## src/rtl/switch_event_gen_pkg.sv

```systemverilog
// Shared event codes and FSM state encoding for the switch event generator
// and the one-entry event buffer.
package switch_event_gen_pkg;

    localparam logic [1:0] EVT_PRESS   = 2'd0;
    localparam logic [1:0] EVT_RELEASE = 2'd1;
    localparam logic [1:0] EVT_LONG    = 2'd2;
    localparam logic [1:0] EVT_REPEAT  = 2'd3;

    typedef enum logic [1:0] {
        ST_IDLE   = 2'd0,
        ST_HELD   = 2'd1,
        ST_REPEAT = 2'd2
    } state_t;

endpackage

```

## src/rtl/switch_event_gen_event_buf_1.sv

```systemverilog
// One-entry valid/ready holding register; a push into a full, stalled entry
// is dropped and raises a sticky overrun flag.
module event_buf_1 #(
    parameter int unsigned CODE_WIDTH = 2
) (
    input  logic                  clk,
    input  logic                  rst,
    input  logic                  push,
    input  logic [CODE_WIDTH-1:0] push_code,
    input  logic                  ready,
    input  logic                  clear_overrun,
    output logic                  valid,
    output logic [CODE_WIDTH-1:0] code,
    output logic                  overrun
);

    logic accept;
    logic drop;

    assign accept = valid && ready;
    assign drop   = push && valid && !ready;

    always_ff @(posedge clk or posedge rst) begin
        if (rst) begin
            valid <= 1'b0;
            code  <= '0;
        end else if (push && (!valid || ready)) begin
            valid <= 1'b1;
            code  <= push_code;
        end else if (accept) begin
            valid <= 1'b0;
        end
    end

    // A drop in the same cycle as a clear keeps the flag set.
    always_ff @(posedge clk or posedge rst) begin
        if (rst) begin
            overrun <= 1'b0;
        end else if (drop) begin
            overrun <= 1'b1;
        end else if (clear_overrun) begin
            overrun <= 1'b0;
        end
    end

endmodule

```

## src/rtl/switch_event_gen.sv

```systemverilog
// Turns the debounced switch level into PRESS/RELEASE/LONG/REPEAT events,
// presented through a one-entry valid/ready buffer.
module switch_event_gen
    import switch_event_gen_pkg::*;
#(
    parameter int unsigned c_LONG_LIMIT   = 25000000,
    parameter int unsigned c_REPEAT_LIMIT = 5000000,
    parameter int unsigned c_CNT_WIDTH    = 25
) (
    input  logic       i_clk,
    input  logic       i_rst,
    input  logic       i_switch,
    output logic       o_event_valid,
    output logic [1:0] o_event_code,
    input  logic       i_event_ready,
    output logic       o_overrun,
    input  logic       i_clear_overrun,
    output logic [7:0] o_press_count
);

    localparam logic [c_CNT_WIDTH-1:0] LONG_TERM   = c_CNT_WIDTH'(c_LONG_LIMIT - 1);
    localparam logic [c_CNT_WIDTH-1:0] REPEAT_TERM = c_CNT_WIDTH'(c_REPEAT_LIMIT - 1);
    localparam logic [c_CNT_WIDTH-1:0] CNT_ONE     = c_CNT_WIDTH'(1);

    state_t                 state;
    state_t                 next_state;
    logic                   prev;
    logic [c_CNT_WIDTH-1:0] cnt;
    logic [c_CNT_WIDTH-1:0] next_cnt;
    logic                   gen;
    logic [1:0]             gen_code;
    logic                   rise;

    assign rise = i_switch && !prev;

    always_ff @(posedge i_clk or posedge i_rst) begin
        if (i_rst) begin
            state         <= ST_IDLE;
            prev          <= 1'b0;
            cnt           <= '0;
            o_press_count <= '0;
        end else begin
            state <= next_state;
            prev  <= i_switch;
            cnt   <= next_cnt;
            if (gen && gen_code == EVT_PRESS) begin
                o_press_count <= o_press_count + 8'd1;
            end
        end
    end

    // The terminal test uses the pre-increment count, so LONG lands exactly
    // c_LONG_LIMIT cycles after PRESS; release is checked first and wins.
    always_comb begin
        next_state = state;
        next_cnt   = cnt;
        gen        = 1'b0;
        gen_code   = EVT_PRESS;
        case (state)
            ST_IDLE: begin
                if (rise) begin
                    gen        = 1'b1;
                    gen_code   = EVT_PRESS;
                    next_cnt   = '0;
                    next_state = ST_HELD;
                end
            end
            ST_HELD: begin
                if (!i_switch) begin
                    gen        = 1'b1;
                    gen_code   = EVT_RELEASE;
                    next_state = ST_IDLE;
                end else if (cnt == LONG_TERM) begin
                    gen        = 1'b1;
                    gen_code   = EVT_LONG;
                    next_cnt   = '0;
                    next_state = ST_REPEAT;
                end else begin
                    next_cnt = cnt + CNT_ONE;
                end
            end
            ST_REPEAT: begin
                if (!i_switch) begin
                    gen        = 1'b1;
                    gen_code   = EVT_RELEASE;
                    next_state = ST_IDLE;
                end else if (cnt == REPEAT_TERM) begin
                    gen      = 1'b1;
                    gen_code = EVT_REPEAT;
                    next_cnt = '0;
                end else begin
                    next_cnt = cnt + CNT_ONE;
                end
            end
            default: begin
                next_state = ST_IDLE;
                next_cnt   = '0;
            end
        endcase
    end

    event_buf_1 #(
        .CODE_WIDTH(2)
    ) u_event_buf (
        .clk           (i_clk),
        .rst           (i_rst),
        .push          (gen),
        .push_code     (gen_code),
        .ready         (i_event_ready),
        .clear_overrun (i_clear_overrun),
        .valid         (o_event_valid),
        .code          (o_event_code),
        .overrun       (o_overrun)
    );

endmodule

```

## config.mk

```make
export PLATFORM = sky130hd
export DESIGN_NAME = switch_event_gen
export DESIGN_NICKNAME = d
export VERILOG_FILES = /design/src/rtl/switch_event_gen_pkg.sv /design/src/rtl/switch_event_gen_event_buf_1.sv /design/src/rtl/switch_event_gen.sv
export SDC_FILE = /design/constraint.sdc
export NUM_CORES = 1
export LEC_CHECK = 0
export CAP_MARGIN = 20
export CORE_UTILIZATION = 45
export CTS_CLUSTER_SIZE = 12
export DETAILED_ROUTE_END_ITERATION = 10
export GPL_TIMING_DRIVEN = 0
export SKIP_CTS_REPAIR_TIMING = 1
export SLEW_MARGIN = 15
export SYNTH_ARGS = -nofsm -noshare
export SYNTH_HDL_FRONTEND = slang
export SYNTH_HIERARCHICAL = 1
export SYNTH_SLANG_ARGS = --single-unit
```

## constraint.sdc

```tcl
create_clock -name i_clk -period 5.1 [get_ports i_clk]
set_input_delay 1.02 -clock i_clk [delete_from_list [all_inputs] [get_ports i_clk]]
set_output_delay 1.02 -clock i_clk [all_outputs]
set_load 0.03 [all_outputs]
```

* Word-level counts from Yosys, hierarchy flattened
Cells that the tools add are included.
** Storage, ports and cells
- Register bits :: 40
- Input port bits :: 5
- Logic and storage cells :: 60
** Operators by class
- Add/sub/neg operators :: 2
- Eq/ne operators :: 9
- Muxes and demuxes :: 26
- Reduce and logical (&&, ||, !) cells :: 16
** Operators by type and width (number)
- 25-bit 2-to-1 mux :: 5
- 25-bit one-hot mux with 3 select lines :: 1
- 25-bit by 1-bit adder with 25-bit output, second input constant :: 1
- 25-bit by 23-bit equality test with 1-bit output, second input constant :: 1
- 25-bit equality test, second input constant :: 1
- 2-bit 2-to-1 mux :: 8
- 1-bit 2-to-1 mux :: 9
- 8-bit by 1-bit adder with 8-bit output, second input constant :: 1
- 2-bit inequality test, second input constant :: 4
- 1-bit logical AND :: 6
- 2-bit one-hot mux with 3 select lines :: 1
- 3-bit AND reduction :: 2
- 2-bit zero test :: 2
- 2-bit one-hot mux with 2 select lines :: 1
- 2-bit nonzero test :: 2
- 1-bit zero test :: 3
- 3-bit inequality test, second input constant :: 1
- 1-bit one-hot mux with 3 select lines :: 1
- 2-bit by 1-bit equality test with 1-bit output, second input constant :: 1
- 2-bit equality test, second input constant :: 1
- 1-bit logical OR :: 1

* Longest topological paths before layout
- Word-level depth :: 7
- Mapped depth :: 9
- Depth with buffers taken out :: 8

* Hierarchy
Netlist, hierarchy kept.
** Modules (own cells, without submodules)
- switch_event_gen :: instances 1, cells an instance 223, area each 2037.0 µm², sequential area each 900.9 µm²
- event_buf_1 :: instances 1, cells an instance 13, area each 171.4 µm², sequential area each 100.1 µm²

* Worst setup path before layout
Ideal clock, no wire load.
- Kind :: input-to-reg
- From :: input port i_switch
- To :: register cnt[23]
- Setup time :: 0.128 ns
- Arrival time :: 2.392 ns
- Required time :: 4.972 ns
- Path slack :: 2.580 ns
- Stages :: 7
- Path buffers :: 1
- Cell sequence :: o21ba_2 -> o21a_1 -> or4_1 -> buf_2 -> nor3b_2 -> xnor2_1 -> nor2_1
** On the way
- Longest elaborated chain between the ends :: 3
** RTL lines
- start, declared :: RTL line switch_event_gen.sv:12 : input logic i_switch,
- 1-bit logical AND :: RTL line switch_event_gen.sv:34 : assign rise = i_switch && !prev;
- 2-bit inequality test (no line)
- 3-bit AND reduction (no line) *
- end signal, assigned :: RTL line switch_event_gen.sv:45 : cnt <= next_cnt;
- end, declared :: RTL line switch_event_gen.sv:28 : logic [c_CNT_WIDTH-1:0] cnt;
Mark *: on every way between the ends. The rest lies on a longest branch, timed or not.
A chain may end at the register's enable or synchronous reset.

* Worst setup path after layout
Ends and elaborated chain as after synthesis.

==> metrics.yaml <==
cts:
  cts_tree: "built"
  clk_latency_ns: 0.29
  h-tree-depth: 2
  clock_path_buffers: 2
  clk_pin_slew_worst_paths_ns: 0.08
  numCtsBuffers: 5
  clock_sinks: 40
  cts_root_buf: "clkbuf_8"
place:
  dp_cells: 320
  dpl.hpwl_mm: 3.05
  gp_congestion: 0.786
  port_buffers: 16
  place_area_mm2: 0.00248
finish:
  design_area_mm2: 0.00259
  final_net_count: 271
  antenna_cells: 0
  regArea_mm2: 0.00100
  syn_to_final_growth_pct: 17.2
  multi_input_area_mm2: 0.00114
  fillers: 440
  final_cells: 328
  drive_gt1_frac: 0.0881
synth:
  syn_area_mm2: 0.00221
  synth-seq-area-share: 0.453
  synth_top_cell_by_area: "dfrtp_1"
  postSynthNetCount: 247
  yosys_register_bits: 40
  synth-compound-area-share: 0.0833
  ys_warn_count: 6
  ys_types: 43
  yosysTopAreaCellShare: 0.453
  synthXorXnorAreaFrac: 0.0952
  synth_simple_gate_area_frac: 0.279
  syn_inst: 236
  synth-adder-area-share: 0.0340
  syn_area_per_cell_um2: 9.36
  synthMuxAreaShare: 0.0232
  synth_top_family_by_area: "simple AND/OR/NAND/NOR gates"
  synth.area.top_cells: "dfrtp_1, xor2_1, nor2_1"
timing:
  final.setup_skew_ns: 0.00469
  finalSetupViolCount: 0
  max_freq_mhz: 331
  finalHoldViolations: 0
  tightest_slew_ns: 0.815
  rsz0062_at_grt: "false"
  fin_crit_sh: 0.592
  slew_viol_final: 0
  maxSlewHeadroom: 0.452
  period_minus_slack_ns: 3.02
  setup_tns_ns: 0
drt:
  route.antenna.remaining_nets: 0
  first_iter_violations: 82
  drc: 0
  first_pass_iters: 4
  wl_per_cell_um: 13.0
  drt_wl_total_mm: 4.27
  viasPerCell: 5.10
  num_vias: 1674
grt:
  overflow: 0
  grt_pass1_wl_mm: 7.36
  antenna_found_initial: 0
  grt_usage: 0.183
  grt_pass1_vias: 1585
  grt_start_max_net_pins: 21
critical_path:
  cp.arrival_ns: 3.19
  worst_setup_path_end_kind: "register"
  cp.required_ns: 5.27
  cp_max_fo: 9
  startpoint_type: "primary input"
  critPathKind: "primary input to register"
floorplanning:
  core_area_mm2: 0.00472
  die_h_um: 72.1
  dieArea_mm2: 0.00519
  die_w_um: 72.1
  rows: 25
  pin_count: 17
  initial_utilization: 0.468
pwr:
  vdd_drop_max_mv: 0.159
  leakagePower_uw: 0.00111
  power.density_mw_per_mm2: 427
flow_run:
  maxCapViolations: 0
hold_path:
  hold_path_class: "register to register"
outcome:
  status: "complete, no violations"
## area by class of cell
class	instances	area share
plain buffers	5	0.00822
inverters	13	0.0189
clock inverters	2	0.0135
flip-flops and latches	40	0.387
repair buffers	17	0.0725
clock buffers	6	0.0280
multi-input cells	178	0.440
well taps	67	0.0324
## where the power goes
part	internal (uW)	switching, uW
Sequential	370	53.5
Clock	145	112
Combinational	165	259
## through the flow
stage               hold slack, ns  power (uW)   util  setup slack [ns]
floorplan                    0.480         706      -              2.58
global placement             0.456         852  0.519              1.75
detailed placement           0.461         856  0.525              1.76
CTS                          0.472        1120  0.548              2.08
global route                 0.499        1170  0.548              1.97
finish                       0.465        1100  0.548              2.08
## cells in the final DEF, fill, tap and decap left out, types with 4 or more instances in the layout
cell type / n
a21oi_1: 6
clkbuf_1: 4
clkbuf_8: 5
clkdlybuf4s50_1: 16
dfrtp_1: 40
ha_1: 6
inv_1: 12
nand2_1: 25
nand3_1: 11
nand4_1: 12
nor2_1: 29
nor3_1: 11
nor4bb_1: 4
o21ai_0: 7
xnor2_1: 6
xor2_1: 18
## flip-flops by register name, indices dropped and copies added, names as in the netlist
name / cells
u_event_buf/valid: 1
u_event_buf/code: 2
prev: 1
u_event_buf/overrun: 1
o_press_count: 8
cnt: 25
state: 2
## per-layer routing
layer | global-route usage | part of all wire
met5 | 0 | 0
met1 | 0.256 | 0.51
met2 | 0.285 | 0.45
met4 | 0.0588 | 0.014
met3 | 0.0417 | 0.025
## Yosys cell counts
master,count
a21o_1,1
mux2i_1,1
o211a_1,1
nor3b_1,1
or4_1,3
nand2_1,25
nor2_1,29
nor3b_2,1
nor4b_1,1
nor2_2,1
mux2_1,1
a21boi_1,1
nor4_2,2
a21oi_1,6
a31oi_1,2
o22ai_1,2
inv_1,13
xor2_1,18
o21ai_1,3
a22oi_1,1
ha_1,6
o21ba_2,1
and3_1,3
mux2_4,2
nand2b_1,1
nor2b_1,2
nand2_2,1
nand4_1,12
dfrtp_1,40
o21a_1,1
buf_2,2
nand2b_4,1
nor3_1,11
nor3_2,2
and2_1,3
xnor2_1,6
o21ai_0,7
and4b_1,1
nand3_1,11
a32o_2,1
a22o_1,2
clkbuf_1,3
nor4bb_1,4
## cells by family (layout without fill, tap and decap cells)
| group | after synthesis | in the layout |
|---|---|---|
| simple gates | 115 | 115 |
| flops | 40 | 40 |
| compound gates | 29 | 29 |
| xor+xnor | 24 | 24 |
| buf+inv | 18 | 43 |
| fa+ha+maj | 6 | 6 |
| mux | 4 | 4 |
## worst paths after layout
kind	from	end	slack [ns]	cells after the start
worst max register to register	cnt[0]$_DFFE_PP0P_	u_event_buf/code[1]$_DFFE_PP0P_	2.55	8
min in group asynchronous	i_rst	u_event_buf/code[0]$_DFFE_PP0P_	0.95	2
max in group asynchronous	i_rst	cnt[12]$_DFFE_PP0P_	3.60	3
worst max-delay path	i_switch	cnt[23]$_DFFE_PP0P_	2.08	8
worst min register to register	o_press_count[7]$_DFFE_PP0P_	o_press_count[7]$_DFFE_PP0P_	0.47	1
worst min-delay path	o_press_count[7]$_DFFE_PP0P_	o_press_count[7]$_DFFE_PP0P_	0.47	1
## critical path: stages
cell             delay [ns]
clkdlybuf4s50_1        0.61
o21ba_2                0.22
o21a_1                 0.24
or4_1                  0.53
buf_2                  0.19
nor3b_2                0.18
xnor2_1                0.13
nor2_1                 0.05
Power figures use the tool's default switching activity.
